[src/rtl/mem_arb_pkg.sv]
// Shared types and defaults for the SRAM port arbiter.
package mem_arb_pkg;

  localparam int unsigned ARB_AW       = 8;
  localparam int unsigned ARB_DW       = 16;
  localparam int unsigned ARB_MAX_WAIT = 15;

  // Who owns the memory: host alone, both ports shared, or processor halted.
  typedef enum logic [1:0] {
    HOST_OWN = 2'd0,
    SHARED   = 2'd1,
    HALTED   = 2'd2
  } arb_state_e;

  // Which port drives the macros this cycle.
  typedef enum logic [1:0] {
    OWN_NONE = 2'd0,
    OWN_UP   = 2'd1,
    OWN_HOST = 2'd2
  } owner_e;

endpackage

[src/rtl/arb_wait_counter.sv]
// Saturating counter of consecutive cycles a pending host request has lost.
module arb_wait_counter #(
  parameter int unsigned MAX = 15,
  parameter int unsigned W   = $clog2(MAX + 1)
) (
  input  logic         clk,
  input  logic         rst_n,
  input  logic         inc_i,
  input  logic         clr_i,
  output logic [W-1:0] cnt_o,
  output logic         sat_o
);

  logic [W-1:0] cnt_q;

  // Clear has priority; increment stops at MAX so the forced slot stays armed.
  always_ff @(posedge clk or negedge rst_n) begin
    if (!rst_n) begin
      cnt_q <= '0;
    end else if (clr_i) begin
      cnt_q <= '0;
    end else if (inc_i && (cnt_q != W'(MAX))) begin
      cnt_q <= cnt_q + W'(1);
    end
  end

  assign cnt_o = cnt_q;
  assign sat_o = (cnt_q == W'(MAX));

endmodule

[src/rtl/sram_port_arbiter.sv]
// Arbitrates one 256x16 SRAM pair between the processor and host ports.
// Handshake: a host transfer happens on a rising edge where host_valid and
// host_ready are both 1; host_rvalid follows an accepted read by one cycle.
// The processor holds its request while up_stall is 1.
module sram_port_arbiter
  import mem_arb_pkg::*;
#(
  parameter int unsigned AW       = ARB_AW,
  parameter int unsigned DW       = ARB_DW,
  parameter int unsigned MAX_WAIT = ARB_MAX_WAIT
) (
  input  logic          clk,
  input  logic          reset,
  input  logic          start,
  input  logic          hlt,
  input  logic          up_req,
  input  logic          up_we,
  input  logic [AW-1:0] up_addr,
  input  logic [DW-1:0] up_wdata,
  output logic [DW-1:0] up_rdata,
  output logic          up_stall,
  input  logic          host_valid,
  input  logic          host_we,
  input  logic [AW-1:0] host_addr,
  input  logic [DW-1:0] host_wdata,
  output logic          host_ready,
  output logic          host_rvalid,
  output logic [DW-1:0] host_rdata,
  output logic          mem_cen_n,
  output logic          mem_gwen_n,
  output logic [DW-1:0] mem_wen_n,
  output logic [AW-1:0] mem_addr,
  output logic [DW-1:0] mem_d,
  input  logic [DW-1:0] mem_q,
  output arb_state_e    dbg_state
);

  localparam int unsigned CW = $clog2(MAX_WAIT + 1);

  arb_state_e   state_q;
  owner_e       owner;
  logic         host_gnt;
  logic         up_gnt;
  logic         rvalid_q;
  logic         in_shared;
  logic         wait_inc;
  logic         wait_clr;
  logic         wait_sat;
  logic [CW-1:0] wait_cnt;

  assign in_shared = (state_q == SHARED);

  // Ownership FSM: start=0 always returns ownership to the host, even over hlt.
  always_ff @(posedge clk or negedge reset) begin
    if (!reset) begin
      state_q <= HOST_OWN;
    end else begin
      case (state_q)
        HOST_OWN: if (start) state_q <= SHARED;
        SHARED: begin
          if (!start)   state_q <= HOST_OWN;
          else if (hlt) state_q <= HALTED;
        end
        HALTED:   if (!start) state_q <= HOST_OWN;
        default:  state_q <= HOST_OWN;
      endcase
    end
  end

  // Grant selection; in SHARED the processor wins unless the host has starved.
  always_comb begin
    host_gnt = 1'b0;
    up_gnt   = 1'b0;
    if (in_shared) begin
      if (host_valid && (!up_req || wait_sat)) host_gnt = 1'b1;
      else if (up_req)                          up_gnt   = 1'b1;
    end else begin
      host_gnt = host_valid;
    end
    if (!reset) begin
      host_gnt = 1'b0;
      up_gnt   = 1'b0;
    end
    if (host_gnt)    owner = OWN_HOST;
    else if (up_gnt) owner = OWN_UP;
    else             owner = OWN_NONE;
  end

  // Starvation counter only runs while the processor competes for the macros.
  assign wait_inc = host_valid & ~host_gnt & in_shared;
  assign wait_clr = host_gnt | ~host_valid | ~in_shared;

  arb_wait_counter #(
    .MAX (MAX_WAIT),
    .W   (CW)
  ) u_wait_counter (
    .clk   (clk),
    .rst_n (reset),
    .inc_i (wait_inc),
    .clr_i (wait_clr),
    .cnt_o (wait_cnt),
    .sat_o (wait_sat)
  );

  // Read-data valid for the host, one cycle after an accepted host read.
  always_ff @(posedge clk or negedge reset) begin
    if (!reset) begin
      rvalid_q <= 1'b0;
    end else begin
      rvalid_q <= host_gnt & ~host_we;
    end
  end

  assign host_ready  = host_gnt;
  assign up_stall    = !reset ? 1'b1 : (in_shared ? (up_req & host_gnt) : 1'b1);
  assign host_rvalid = rvalid_q;
  assign host_rdata  = mem_q;
  assign up_rdata    = mem_q;

  assign mem_cen_n  = ~(host_gnt | up_gnt);
  assign mem_gwen_n = (owner == OWN_HOST) ? ~host_we :
                      (owner == OWN_UP)   ? ~up_we   : 1'b1;
  assign mem_wen_n  = {DW{mem_gwen_n}};
  assign mem_addr   = (owner == OWN_HOST) ? host_addr  : up_addr;
  assign mem_d      = (owner == OWN_HOST) ? host_wdata : up_wdata;
  assign dbg_state  = state_q;

  logic unused_ok;
  assign unused_ok = ^wait_cnt;

endmodule

[config.mk]
export PLATFORM = sky130hd
export DESIGN_NAME = sram_port_arbiter
export DESIGN_NICKNAME = d
export VERILOG_FILES = /design/src/rtl/mem_arb_pkg.sv /design/src/rtl/arb_wait_counter.sv /design/src/rtl/sram_port_arbiter.sv
export SDC_FILE = /design/constraint.sdc
export NUM_CORES = 1
export LEC_CHECK = 0
export ABC_AREA = 1
export BUFFER_PORTS_ARGS = -buffer_cell sky130_fd_sc_hd__buf_2
export CORE_UTILIZATION = 28
export DETAILED_ROUTE_END_ITERATION = 6
export PLACE_DENSITY = 0.78
export SYNTH_ARGS = -nofsm -noshare
export SYNTH_HDL_FRONTEND = slang
export SYNTH_SLANG_ARGS = --single-unit
[constraint.sdc]
create_clock -name clk -period 1.63 [get_ports clk]
set_input_delay 0.163 -clock clk [delete_from_list [all_inputs] [get_ports clk]]
set_output_delay 0.163 -clock clk [all_outputs]
set_load 0.05 [all_outputs]
# Word-level counts from Yosys, hierarchy flattened
# Cells that the tools add are included.
# Widths: inputs -> output; s select.
# word_totals
register_bits	7
input_bits	72
output_inout_bits	79
wordCells	55
# op_classes
bitwise_logic	13
eq_ne	9
n_mux	22
add_sub_neg	1
reduce_logical	7
# op_table
cell	count
$mux 16	1
$mux 1	12
$mux 2	5
$mux 4	2
$mux 8	1
$not 1->1	6
$pmux 2 s3	1
$add 4x1->4 const B	1
$and 1x1->1	4
$eq 2x1->1 const B	2
$eq 2x2->1 const B	2
$eq 4x4->1 const B	1
$ne 2x2->1 const B	2
$ne 4x4->1 const B	1
$ne 3x3->1 const B	1
$or 1x1->1	3
$reduce_and 3->1	1
$logic_and 1x1->1	2
$logic_not 2->1	1
$reduce_bool 2->1	1
$logic_not 1->1	1
$logic_or 1x1->1	1

# Longest topological paths before layout
# Gate-level depths: netlist (run 1).
# depth
word_depth	12
ltp_mapped	8
ltp_nobuf	6

# Cells and area by module
# Synthesis (run 1) repeated with hierarchy kept, for this count alone.
# unflattened
cells_unflattened	197
area_unflattened_um2	1258.7
# modules_own_cells
module	area_per_inst_um2	cells_each	n_inst	seq_area_each_um2
sram_port_arbiter	1033.5	168	1	75.1
arb_wait_counter	225.2	29	1	100.1

# Worst setup path before layout (run 1)
# No wires, ideal clock.
# synth_timing
kind	register to output
startpoint	register state_q[0], in the netlist dbg_state[0]
endpoint	output port mem_wen_n[0]
path_stages_with_launch	9
path_buffers	2
arrival_time_ps	2156
path_slack_ps	-689
required_time_ps	1467
cell_sequence	dfrtp_1 inv_2 nor2_2 nand3_4 nand2_2 buf_6 nand2_1 nand2_1 buf_4
# synth_via
elab_chain_len	8
word_cells_on_any_way	11
cone_classes	3 x eq/ne; 8 x mux
# synth_lines
element	line	text
start: declaration	sram_port_arbiter.sv:40	arb_state_e state_q;
start signal: assignment	sram_port_arbiter.sv:56	state_q <= HOST_OWN;
start signal: assignment	sram_port_arbiter.sv:59	HOST_OWN: if (start) state_q <= SHARED;
start signal: assignment	sram_port_arbiter.sv:61	if (!start) state_q <= HOST_OWN;
$eq 2x1->1 *	sram_port_arbiter.sv:51	assign in_shared = (state_q == SHARED);
$mux 1	sram_port_arbiter.sv:74	if (in_shared) begin
$mux 1	sram_port_arbiter.sv:80	if (!reset) begin
$mux 1	sram_port_arbiter.sv:85	else if (up_gnt) owner = OWN_UP;
$mux 2 *	sram_port_arbiter.sv:84	if (host_gnt) owner = OWN_HOST;
$eq 2x1->1	sram_port_arbiter.sv:122	(owner == OWN_UP) ? ~up_we : 1'b1;
$mux 1	sram_port_arbiter.sv:122	
$mux 1 *	sram_port_arbiter.sv:121	assign mem_gwen_n = (owner == OWN_HOST) ? ~host_we :
end: declaration	sram_port_arbiter.sv:31	output logic [DW-1:0] mem_wen_n,
# Every way passes the cells marked *; elsewhere a longest branch is shown, timed or not.

# Final worst setup path (run 1)
# layout_timing
startpoint	register u_wait_counter.cnt_q[0], in the netlist u_wait_counter.cnt_o[0]
endpoint	output port mem_wen_n[13]
# layout_via
elab_chain_len	11
word_cells_on_any_way	15
cone_classes	3 x eq/ne; 10 x mux; 2 x reduce/logical
# layout_lines
element	line	text
start: declaration	arb_wait_counter.sv:14	logic [W-1:0] cnt_q;
start signal: assignment	arb_wait_counter.sv:23	cnt_q <= cnt_q + W'(1);
$eq 4x4->1 *	arb_wait_counter.sv:28	assign sat_o = (cnt_q == W'(MAX));
$logic_or 1x1->1 *	sram_port_arbiter.sv:75	if (host_valid && (!up_req || wait_sat)) host_gnt = 1'b1;
$logic_and 1x1->1 *	sram_port_arbiter.sv:75	
$mux 1	sram_port_arbiter.sv:75	
$mux 1	sram_port_arbiter.sv:74	
$mux 1	sram_port_arbiter.sv:80	
$mux 1	sram_port_arbiter.sv:85	
$mux 2 *	sram_port_arbiter.sv:84	
$eq 2x1->1	sram_port_arbiter.sv:122	
$mux 1	sram_port_arbiter.sv:122	
$mux 1 *	sram_port_arbiter.sv:121	
# Marked as above.

==> results.py, run 1 <==
metrics = {
    "run_status": {
        "outcome": "complete, but fails checks",
        "violations": "negative setup slack",
    },
    "die": {
        "io_pins": 151,
        "floorplan.rows": 22,
        "die_x_um": 65.3,
        "core_region_area_sq_um": 3740,
        "floorplan.die.height_um": 65.3,
        "design.die.area_sq_um": 4270,
        "start_util_pct": 30.0,
    },
    "flow_run": {
        "drv.max_cap_violation_count": 0,
    },
    "finish": {
        "drive_above_1_share_pct": 61.6,
        "layout.filler_cells": 359,
        "layout.core_utilization_pct": 55.0,
        "final_nets": 324,
        "final_cell_mix": "buf_2 (58), nand2_1 (39), buf_8 (36)",
        "layout.cells.non_filler": 298,
        "design_area_sq_um": 2060,
        "antennaDiodeCount": 0,
        "syn2layout_area_growth_pct": 83.4,
        "layout_commonest_cell": "buf_2",
    },
    "sta": {
        "max-slew-margin-rel_pct": 83.1,
        "final.min_clock_period_ns": 1.75,
        "transition_time_at_the_pin_with_the_least_slew_margin_ns": 0.255,
        "hold_viol_final": 0,
        "period_share_pct": 108,
        "finalSetupTns_ns": -3.90,
        "drv_slew": 0,
        "rsz0062_at_grt": "true",
        "final.setup.worst_slack_ns": -0.124,
        "finalClockSkew_ns": 0.00383,
        "achievable-frequency_ghz": 0.570,
        "timing.hold.ws_ns": 0.114,
        "report.final.setup_viol": 43,
    },
    "synthesis": {
        "ys_types": 24,
        "synth_largest_type_area_fraction_pct": 32.1,
        "yosys-top-cells-area": "buf_4 (32%), nand2_1 (20%), dfrtp_1 (16%)",
        "synthCells": 181,
        "syn-num-nets": 254,
        "synth_seq_cells": 7,
        "synth.yosys.warnings": 0,
        "synth_area_sq_um": 1120,
        "syn_area_per_cell_sq_um": 6.21,
        "seq_area_frac_synth_pct": 15.6,
        "synth_largest_area_cell": "buf_4",
    },
    "grt": {
        "grt_pass1_wl_mm": 5.29,
        "grt_pass1_vias": 1183,
        "global_route.usage.total_pct": 16.3,
        "pin_count_of_the_biggest_net_entering_global_routing": 26,
        "grt_overflow_total": 0,
        "initial_antenna_violation_count": 0,
    },
    "critical_path": {
        "worstReg2RegEnd": "u_wait_counter.cnt_o[3]",
        "path_delay_family": "simple AND/OR/NAND/NOR gates",
        "endpoint": "mem_wen_n[13]",
        "cp_slowest_stage_delay_ns": 0.41,
        "critPathLaunch": "u_wait_counter.cnt_o[0]",
        "timing.critical_path.buf_inv": 2,
        "worst_r2r_path_depth": 7,
        "reg2reg_from": "u_wait_counter.cnt_o[0]",
        "slowest_stage": "dfrtp_1",
        "worst_ep_arrival_time_ns": 1.59,
        "setup.worst_path.end_class": "output port",
        "r2r_slack_ns": 0.34,
        "crit_path_max_fanout": 8,
        "critical_path_required_ns": 1.47,
        "critical_path_class": "register to output port",
        "crit_path_start_kind": "register",
        "worstSetupPathDepth": 8,
        "crit_chain": "ha_4 -> nand3_4 -> nand3_4 -> nand2_4 -> buf_12 -> nand2_8 -> nand2_8 -> buf_8",
    },
    "place": {
        "placedInstanceArea_sq_um": 1500,
        "routabilityCongestion": 0.876,
        "dp_slack_ns": 0.0307,
        "final_hpwl_from_detailed_placement_mm": 2.72,
        "numPlacedInstances": 289,
        "port-buffer-count": 102,
    },
    "routing": {
        "ant_nets": 0,
        "detailedRoute.firstIterationViolations": 38,
        "wire_length_reported_by_the_detailed_router_mm": 3.89,
        "avgViaCountPerCell": 4.56,
        "routed_wire_length_per_instance_um": 13.0,
        "number_of_remaining_drc_errors": 0,
        "first_pass_iters": 4,
        "route.vias.total": 1358,
    },
    "power": {
        "cellPowerDensity_nw_per_um2": 664,
        "leakagePower_nw": 1.10,
        "p_total_mw": 1.37,
        "peakVddDrop_v": 0.000240,
    },
    "clock_tree": {
        "clk_pin_slew_worst_paths_ns": 0.04,
        "cts_buffers": 3,
        "clock_tree_from_tritoncts": "built",
        "cts-root-buf": "clkbuf_8",
        "numClockSinks": 7,
        "cts_max_path_buffers": 2,
        "h_tree_levels": 1,
        "clk-insertion-delay-late_ns": 0.23,
    },
    "min_path": {
        "worstHoldPathType": "input pin to register",
    },
}
## sequential cells by signal, indices dropped and copies added, names as in the netlist
| register | cells |
|---|---|
| host_rvalid | 1 |
| u_wait_counter.cnt_o | 4 |
| dbg_state | 2 |
## worst min path at each step
stage | from | cells past startpoint | to
global route | hlt | 2 | dbg_state[0]
finish | hlt | 2 | dbg_state[0]
CTS | hlt | 2 | dbg_state[0]
detailed placement | reset | 1 | dbg_state[0]
floorplan | reset | 0 | dbg_state[0]
global placement | reset | 1 | dbg_state[0]
## area by class of cell
cell class / instances / area [sq um] / share of cell area, %
clock buffer: 3 / 41.3 / 2.00
clock inverter: 1 / 5.00 / 0.243
inverter: 10 / 37.5 / 1.82
multi-input combinational: 111 / 663 / 32.2
sequential: 7 / 178 / 8.62
tap: 48 / 60.1 / 2.91
timing repair buffer: 118 / 1080 / 52.2
## synth_stat cells (all sizes together)
cell type and count:
clkinv 1, nand3 31, ha 1, xor2 1, a21oi 1, nor2 6, nand2 60, and3 1
clkbuf 2, inv 9, buf 53, nand3b 1, dfrtp 7, o21bai 1, nand4 1, and2 1
o21ai 4
## metal layers
layer / GRT usage [%] / vias up / part of all wire (%) / wire length [um]
met2: 31.6 / 84 / 55 / 2150
met4: 5.71 / 0 / 1.0 / 40
li1: - / 668 / - / -
met1: 16.3 / 602 / 35 / 1370
met3: 4.34 / 4 / 8.3 / 323
met5: 0 / - / 0 / 0
## power by group
part | total, mW | switching [mW] | internal (mW)
clock network | 0.241 | 0.0757 | 0.165
registers | 0.191 | 0.00882 | 0.183
logic | 0.936 | 0.565 | 0.370
total | 1.37 | 0.650 | 0.718
## kinds of logic (layout without fill, tap and decap cells)
logic type,count (synthesis),in the layout,share of synthesized area [%]
AO/OA/AOI/OAI,6,6,2.90
AND/OR/NAND/NOR,101,103,40.2
XOR/XNOR,1,1,0.780
flip-flops,7,7,15.6
buffers and inverters,65,132,39.4
adder cells (fa/ha/maj),1,1,1.11
## what timing repair did
item,in CTS,in global routing
hold buffers,1,0
gates cloned,2,0
setup endpoints to repair,44,44
resized for setup,102,31
setup buffers,2,0
hold endpoints to repair,7,0
pin swaps,6,2
Power figures use the tool's default switching activity.
==> inputs of run 2 (changes only) <==
--- a/config.mk
+++ b/config.mk
@@ -7,9 +7,10 @@
 export LEC_CHECK = 0
 export ABC_AREA = 1
 export BUFFER_PORTS_ARGS = -buffer_cell sky130_fd_sc_hd__buf_2
-export CORE_UTILIZATION = 28
+export CORE_UTILIZATION = 29
+export CTS_BUF_LIST = sky130_fd_sc_hd__clkbuf_8
 export DETAILED_ROUTE_END_ITERATION = 6
-export PLACE_DENSITY = 0.78
+export PLACE_DENSITY = 0.8
 export SYNTH_ARGS = -nofsm -noshare
 export SYNTH_HDL_FRONTEND = slang
 export SYNTH_SLANG_ARGS = --single-unit
==> run 2 against run 1 <==
Net effect:
- die area shrank 3.3%
- hold slack gained 0.0012 ns
- cell area grew 3.6%
- fmax shrank 1.7%
- clock skew shrank 0.0026 ns
- global-route usage grew 1.7 points
- first-iteration DRC count shrank 37%
- the flow still finishes with violations (negative setup slack)
- sequential share of layout area shrank 0.30 points
==> results.py, run 2 (same netlist as run 1, synthesis figures left out) <==
metrics = {
    "run_status": {
        "outcome": "complete, but fails checks",
        "violations": "negative setup slack",
    },
    "sta": {
        "hold_viol_final": 0,
        "final.min_clock_period_ns": 1.78,
        "rsz0062_at_grt": "true",
        "transition_time_at_the_pin_with_the_least_slew_margin_ns": 0.321,
        "drv_slew": 0,
        "max-slew-margin-rel_pct": 78.5,
        "finalClockSkew_ns": 0.00128,
        "final.setup.worst_slack_ns": -0.155,
        "period_share_pct": 109,
        "achievable-frequency_ghz": 0.560,
        "report.final.setup_viol": 44,
    },
    "grt": {
        "grt_pass1_wl_mm": 5.88,
        "grt_pass1_vias": 1255,
        "initial_antenna_violation_count": 0,
        "grt_overflow_total": 0,
        "pin_count_of_the_biggest_net_entering_global_routing": 26,
        "global_route.usage.total_pct": 18.0,
    },
    "die": {
        "design.die.area_sq_um": 4130,
        "floorplan.die.height_um": 64.2,
        "core_region_area_sq_um": 3690,
        "io_pins": 151,
        "floorplan.rows": 22,
        "die_x_um": 64.2,
        "start_util_pct": 30.5,
    },
    "clock_tree": {
        "numClockSinks": 7,
        "clk-insertion-delay-late_ns": 0.23,
        "h_tree_levels": 1,
        "cts-root-buf": "clkbuf_8",
        "clk_pin_slew_worst_paths_ns": 0.04,
        "clock_tree_from_tritoncts": "built",
        "cts_max_path_buffers": 2,
        "cts_buffers": 3,
    },
    "routing": {
        "first_pass_iters": 4,
        "route.vias.total": 1375,
        "avgViaCountPerCell": 4.55,
        "detailedRoute.firstIterationViolations": 24,
        "wire_length_reported_by_the_detailed_router_mm": 3.87,
        "number_of_remaining_drc_errors": 0,
        "ant_nets": 0,
        "routed_wire_length_per_instance_um": 12.8,
    },
    "place": {
        "dp_slack_ns": -0.00184,
        "port-buffer-count": 102,
        "final_hpwl_from_detailed_placement_mm": 2.66,
        "routabilityCongestion": 0.828,
    },
    "finish": {
        "layout.filler_cells": 329,
        "final_nets": 328,
        "layout.core_utilization_pct": 57.9,
        "drive_above_1_share_pct": 64.2,
        "largest_reg_flops": 4,
        "final_cell_mix": "buf_2 (58), nand2_1 (37), buf_8 (33)",
        "antennaDiodeCount": 0,
        "layout_commonest_cell": "buf_2",
        "syn2layout_area_growth_pct": 90.1,
    },
    "power": {
        "share_clk_of_total_power_pct": 17.6,
        "cellPowerDensity_nw_per_um2": 652,
        "p_sw_mw": 0.662,
        "power.sequential.fraction_pct": 13.8,
        "p_int_mw": 0.730,
        "leakagePower_nw": 1.13,
        "peakVddDrop_v": 0.000416,
        "swShare_pct": 47.6,
        "p_comb_share_pct": 68.6,
        "p_total_mw": 1.39,
    },
    "min_path": {
        "worstHoldPathType": "input pin to register",
        "whs_path_depth": 2,
        "holdPathEnd": "dbg_state[0]",
        "min_from": "hlt",
    },
    "critical_path": {
        "worstReg2RegEnd": "u_wait_counter.cnt_o[2]",
        "r2r_slack_ns": 0.25,
        "reg2reg_from": "u_wait_counter.cnt_o[0]",
        "critical_path_required_ns": 1.47,
        "setup.worst_path.end_class": "output port",
        "worst_ep_arrival_time_ns": 1.62,
        "critical_path_class": "register to output port",
        "crit_path_start_kind": "register",
        "crit_path_max_fanout": 8,
        "worst_r2r_path_depth": 8,
    },
    "flow_run": {
        "drv.max_cap_violation_count": 0,
    },
}
[run 2: changes by cell type in the layout (fill, tap and decap cells not counted), moves of 2 or more]
cell / before / now
nand2_2: 18 / 20
buf_8: 36 / 33
buf_4: 11 / 13
nand3_2: 1 / 3
buf_6: 10 / 13
nand2_1: 39 / 37
nand3_1: 28 / 26
[run 2: timing repair]
action / 4_1_cts / 5_1_grt
gates resized for setup: 127 / 9
endpoints found under the hold margin: 7 / 0
hold buffers: 1 / 0
buffers inserted: 4 / 4
pin swaps: 3 / 2
setup endpoints to repair: 44 / 44
cloned: 2 / 1
[run 2: routing by layer]
layer	vias up	GRT usage (%)	routed length [um]
li1	669	-	-
met1	607	18.9	1400
met2	92	34.5	2070
met3	7	3.39	328
met4	0	7.22	65
met5	-	0	0
[run 2: worst max path at each step]
stage          slack [ns]             to  cells after the start                     from
4_1_cts             -0.15   mem_wen_n[4]                      7  u_wait_counter.cnt_o[1]
2_1_floorplan       -0.07   mem_wen_n[0]                      8             dbg_state[0]
3_5_place_dp       -0.002       mem_d[8]                      7  u_wait_counter.cnt_o[1]
3_3_place_gp         0.06       mem_d[8]                      7  u_wait_counter.cnt_o[1]
6_report            -0.15   mem_wen_n[0]                      7  u_wait_counter.cnt_o[0]
5_1_grt             -0.22  mem_wen_n[12]                      7  u_wait_counter.cnt_o[0]
[run 2: layout make-up]
type	instances	area, sq um	area share [%]
inverter	10	37.5	1.76
multi-input combinational	111	689	32.3
sequential	7	178	8.32
clock inverter	1	5.00	0.234
clock buffer	3	41.3	1.93
timing repair buffer	122	1120	52.7
tap	48	60.1	2.81
[run 2: metrics by stage]
stage                     hold slack (ns)  instances  instance area [sq um]  setup TNS [ns]
after floorplan                    -0.133        181                   1330           -1.06
after global placement             0.0822        287                   1490               0
after detailed placement           0.0875        287                   1490        -0.00184
after CTS                           0.107        298                   2030           -5.27
after global routing                0.124        302                   2140           -7.97
final                               0.115        302                   2140           -4.52
[run 2: power by group through the flow]
stage | combinational [mW] | sequential, mW | clock, mW
6_report | 0.955 | 0.192 | 0.245
5_1_grt | 0.999 | 0.193 | 0.267
3_3_place_gp | 0.695 | 0.193 | 0
3_5_place_dp | 0.700 | 0.193 | 0
4_1_cts | 0.923 | 0.191 | 0.253
2_1_floorplan | 0.796 | 0.211 | 0
[run 2: worst max-delay path: stages (launching register included)]
cell	delay [ns]
dfrtp_1	0.40
ha_4	0.18
buf_4	0.14
nand4_1	0.11
nand3_2	0.15
nand2_8	0.13
nand2_8	0.10
buf_8	0.17
